### config.mk
export PLATFORM = sky130hd
export DESIGN_NAME = intexp
export DESIGN_NICKNAME = d
export VERILOG_FILES = /design/src/rtl/intexp.sv
export SDC_FILE = /design/constraint.sdc
export NUM_CORES = 1
export LEC_CHECK = 0
export BUFFER_PORTS_ARGS = -buffer_cell sky130_fd_sc_hd__buf_4
export CAP_MARGIN = 20
export CORE_ASPECT_RATIO = 0.7
export CORE_UTILIZATION = 40
export CTS_BUF_LIST = sky130_fd_sc_hd__clkbuf_4
export CTS_CLUSTER_DIAMETER = 30
export DETAILED_ROUTE_END_ITERATION = 7
export PLACE_DENSITY = 0.68
export SLEW_MARGIN = 20
export SYNTH_ARGS = -nofsm -noshare
export SYNTH_HDL_FRONTEND = slang
export SYNTH_SLANG_ARGS = --single-unit
export TNS_END_PERCENT = 1
### constraint.sdc
create_clock -name clk -period 5.7 [get_ports clk]
set_clock_uncertainty 0.2 [all_clocks]
set_input_delay 1.14 -clock clk [delete_from_list [all_inputs] [get_ports clk]]
set_output_delay 1.14 -clock clk [all_outputs]
set_load 0.005 [all_outputs]
### src/rtl/intexp.sv
// Sequential integer expander: sign-extends a narrow signed value and shifts it
// left one bit per cycle, clamping to the wide signed range on overflow.
module intexp #(
    parameter int unsigned IN_LEN    = 32,
    parameter int unsigned OUT_LEN   = 64,
    parameter int unsigned SHIFT_WID = 6
) (
    input  logic                      clk,
    input  logic                      rst,
    input  logic                      arm,
    input  logic signed [IN_LEN-1:0]  inp,
    input  logic [SHIFT_WID-1:0]      shift,
    output logic signed [OUT_LEN-1:0] outp,
    output logic                      finished,
    output logic                      saturated
);

    typedef enum logic [1:0] {
        WAIT,
        SHIFTING,
        DONE
    } state_e;

    localparam logic [OUT_LEN-1:0] MAX_POS = {1'b0, {(OUT_LEN-1){1'b1}}};
    localparam logic [OUT_LEN-1:0] MAX_NEG = {1'b1, {(OUT_LEN-1){1'b0}}};

    state_e               state_q, state_d;
    logic [OUT_LEN-1:0]   acc_q, acc_d;
    logic [SHIFT_WID-1:0] cnt_q, cnt_d;
    logic [OUT_LEN-1:0]   outp_q, outp_d;
    logic                 sat_q, sat_d;

    always_comb begin
        state_d = state_q;
        acc_d   = acc_q;
        cnt_d   = cnt_q;
        outp_d  = outp_q;
        sat_d   = sat_q;
        case (state_q)
            WAIT: begin
                if (arm) begin
                    acc_d   = {{(OUT_LEN-IN_LEN){inp[IN_LEN-1]}}, inp};
                    cnt_d   = shift;
                    sat_d   = 1'b0;
                    state_d = SHIFTING;
                end
            end
            SHIFTING: begin
                if (cnt_q == '0) begin
                    outp_d  = acc_q;
                    state_d = DONE;
                end else if (acc_q[OUT_LEN-1] == acc_q[OUT_LEN-2]) begin
                    // Top two bits equal: one more left shift keeps the sign.
                    acc_d = {acc_q[OUT_LEN-2:0], 1'b0};
                    cnt_d = cnt_q - SHIFT_WID'(1);
                end else begin
                    acc_d   = acc_q[OUT_LEN-1] ? MAX_NEG : MAX_POS;
                    outp_d  = acc_q[OUT_LEN-1] ? MAX_NEG : MAX_POS;
                    sat_d   = 1'b1;
                    state_d = DONE;
                end
            end
            DONE: begin
                if (!arm) begin
                    state_d = WAIT;
                end
            end
            default: state_d = WAIT;
        endcase
    end

    always_ff @(posedge clk) begin
        if (rst) begin
            state_q <= WAIT;
            acc_q   <= '0;
            cnt_q   <= '0;
            outp_q  <= '0;
            sat_q   <= 1'b0;
        end else begin
            state_q <= state_d;
            acc_q   <= acc_d;
            cnt_q   <= cnt_d;
            outp_q  <= outp_d;
            sat_q   <= sat_d;
        end
    end

    assign outp      = outp_q;
    assign finished  = (state_q == DONE);
    assign saturated = sat_q;

endmodule

==> results.sh <==
export IMPL_vdd_ir_drop_worst_mv=0.182
export IMPL_drive_gt1_share_pct=21.7
export IMPL_timing_final_ws_setup_ns=2.18
export IMPL_synth_top_area_cell="dfxtp_1"
export IMPL_cts_resized_gates=0
export IMPL_wl_um=16400
export IMPL_r2r_end="outp[24]$_SDFFE_PP0P_"
export IMPL_synth_nets=797
export IMPL_yosys_warnings=0
export IMPL_final_setup_tns_ns=0
export IMPL_crit_path_end_kind="flop"
export IMPL_rsz0062_at_grt="no"
export IMPL_violations="design-rule violations"
export IMPL_r2r_setup_slack_ns=2.18
export IMPL_synth_area_leaders="dfxtp_1, nand2_1, a221oi_1"
export IMPL_drc=7
export IMPL_area_growth_pct=17.2
export IMPL_max_freq_ghz=0.284
export IMPL_numPortBuffers=106
export IMPL_final_nets=857
export IMPL_min_path_type="flop to flop"
export IMPL_syn_area_um2=6320
export IMPL_grt_pass1_wl_um=27100
export IMPL_postLayoutCellArea_um2=7410
export IMPL_cts_setup_buffers=0
export IMPL_seq_area_frac_synth_pct=43.4
export IMPL_ys_flop_type="dfxtp_1"
export IMPL_numCtsBuffers=17
export IMPL_total_power_w=0.00378
export IMPL_async_flop_share_pct=0
export IMPL_p_per_area_nw_per_um2=509
export IMPL_track_usage_pct=20.7
export IMPL_dpl_cell_area_um2=7110
export IMPL_io_pin_count=107
export IMPL_vias=5611
export IMPL_pre_cts_slack_ns=2.24
export IMPL_avgSynthCellArea_um2=8.41
export IMPL_hold_buffers=0
export IMPL_start_util_pct=40.9
export IMPL_cts_sinks=137
export IMPL_cp_arrival_ns=3.69
export IMPL_diodes=0
export IMPL_tightest_slew_ns=1.08
export IMPL_cap_violations=0
export IMPL_period_minus_slack_ns=3.52
export IMPL_critical_path_startpoint="acc_q[63]$_SDFFE_PP0P_"
export IMPL_root_buffer="clkbuf_4"
export IMPL_nFillCells=1506
export IMPL_grt_max_degree=95
export IMPL_drtIter0Drc=476
export IMPL_crit_path_start_kind="flop"
export IMPL_dieArea_um2=16300
export IMPL_syn_instance_count=752
export IMPL_path_class="flop to flop"
export IMPL_status="finished with violations"
export IMPL_drtAntennaViolNets=0
export IMPL_viasPerCell=5.47
export IMPL_clk_latency_ns=0.54
export IMPL_setup_viol=0
export IMPL_synth_edf_count=0
export IMPL_cts_htree_levels=4
export IMPL_dp_hpwl_um=10100
export IMPL_overflow=0
export IMPL_hp_start="outp[4]$_SDFFE_PP0P_"
export IMPL_yosys_cell_count_top_type="dfxtp_1"
export IMPL_timing_rr_start="acc_q[63]$_SDFFE_PP0P_"
export IMPL_die_w_um=152
export IMPL_final_max_slew_viol_count=0
export IMPL_fin_crit_sh_pct=61.7
export IMPL_gp_congestion=0.816
export IMPL_synth_cell_type_count=47
export IMPL_die_y_um=107
export IMPL_cp_endpoint="outp[24]$_SDFFE_PP0P_"
export IMPL_synth_seq_cells=137
export IMPL_coreArea_um2=15500
export IMPL_rows=38
export IMPL_drt_first_pass_iters=6
export IMPL_crit_fanout=56
export IMPL_worst_setup_hold_path_clk_slew_ns=0.12
export IMPL_cts_tree="yes"
export IMPL_hold_viol=0
export IMPL_antenna_found_initial=0
export IMPL_required_ns=5.88
export IMPL_synth_common_cells="dfxtp_1, nand2_1, a21oi_1"
export IMPL_slew_limit_headroom_pct=27.7
export IMPL_wl_per_cell_um=16.0
export IMPL_netlist_area_leader_share_pct=43.4
export IMPL_worst_r2r_path_depth=7
export IMPL_clk_path_buf_depth=2
export IMPL_grt_pass1_vias=5132
export IMPL_p_leak_nw=2.82
layer usage:
| metal | up-vias | global-route usage (%) | wire (um) | share of wire, % |
|---|---|---|---|---|
| met5 | - | 0 | 0 | 0 |
| li1 | 2815 | - | - | - |
| met3 | 14 | 4.53 | 976 | 6.0 |
| met1 | 2617 | 31.2 | 8340 | 51 |
| met2 | 165 | 29.1 | 6910 | 42 |
| met4 | 0 | 5.25 | 138 | 0.84 |
worst min-delay path by stage:
stage	slack (ns)	end	cells past startpoint
CTS	0.28	outp[5]$_SDFFE_PP0P_	2
global route	0.29	outp[59]$_SDFFE_PP0P_	2
finish	0.27	outp[4]$_SDFFE_PP0P_	2
global placement	0.25	outp[57]$_SDFFE_PP0P_	2
floorplan	0.25	acc_q[18]$_SDFFE_PP0P_	2
detailed placement	0.26	outp[5]$_SDFFE_PP0P_	2
cell usage in the layout (no fill, tap or decap), types with 11 or more instances in the layout:
| cell type | count |
|---|---|
| nor2_1 | 52 |
| o211ai_1 | 20 |
| nand2_1 | 91 |
| o21ai_0 | 47 |
| a221oi_1 | 36 |
| inv_1 | 56 |
| o22ai_1 | 11 |
| nor2b_1 | 13 |
| nor3_1 | 24 |
| a21oi_1 | 61 |
| dfxtp_1 | 137 |
| a211oi_1 | 14 |
| a221oi_2 | 16 |
| a211o_1 | 19 |
| buf_4 | 119 |
| a2bb2oi_1 | 32 |
| clkbuf_4 | 17 |
kinds of logic after synthesis:
| family | count (synthesis) | share of synthesized area [%] |
|---|---|---|
| compound gates | 270 | 31.7 |
| fa+ha+maj | 4 | 0.791 |
| buf+inv | 135 | 9.46 |
| flops | 137 | 43.4 |
| mux | 1 | 0.158 |
| simple gates | 205 | 14.6 |
metrics by stage:
| stage | cells | hold WS, ns | util (%) |
|---|---|---|---|
| after CTS | 1024 | 0.275 | 47.8 |
| after detailed placement | 992 | 0.257 | 46.0 |
| final | 1025 | 0.269 | 48.0 |
| after global routing | 1025 | 0.286 | 48.0 |
| after floorplan | 752 | 0.247 | - |
| after global placement | 992 | 0.253 | 46.0 |
worst max-delay path, stage by stage (launching register included):
cell and delay (ns):
dfxtp_1 0.52, inv_1 0.09, ha_2 0.90, nor3b_1 0.17, a31oi_4 0.23, buf_4 0.62
nand2b_1 0.44, o22ai_1 0.16
cell type report:
cell class / count / area, um2 / share of cell area, %
clock inverters: 15 / 149 / 2.01
repair buffers: 120 / 921 / 12.4
clock buffers: 17 / 128 / 1.72
multi-input cells: 480 / 3010 / 40.6
flip-flops and latches: 137 / 2740 / 37.0
well taps: 200 / 250 / 3.38
inverters: 56 / 210 / 2.84
flip-flops by register name, indices dropped and copies added, names as in the netlist:
register   flops
state_q        2
saturated      1
acc_q         64
outp          64
cnt_q          6
power breakdown:
part           switching (W)  total (W)  internal [W]
clock network       0.000374   0.000633      0.000259
logic               0.000943    0.00168      0.000742
registers           0.000212    0.00146       0.00124
(Power assumes the default switching activity.)
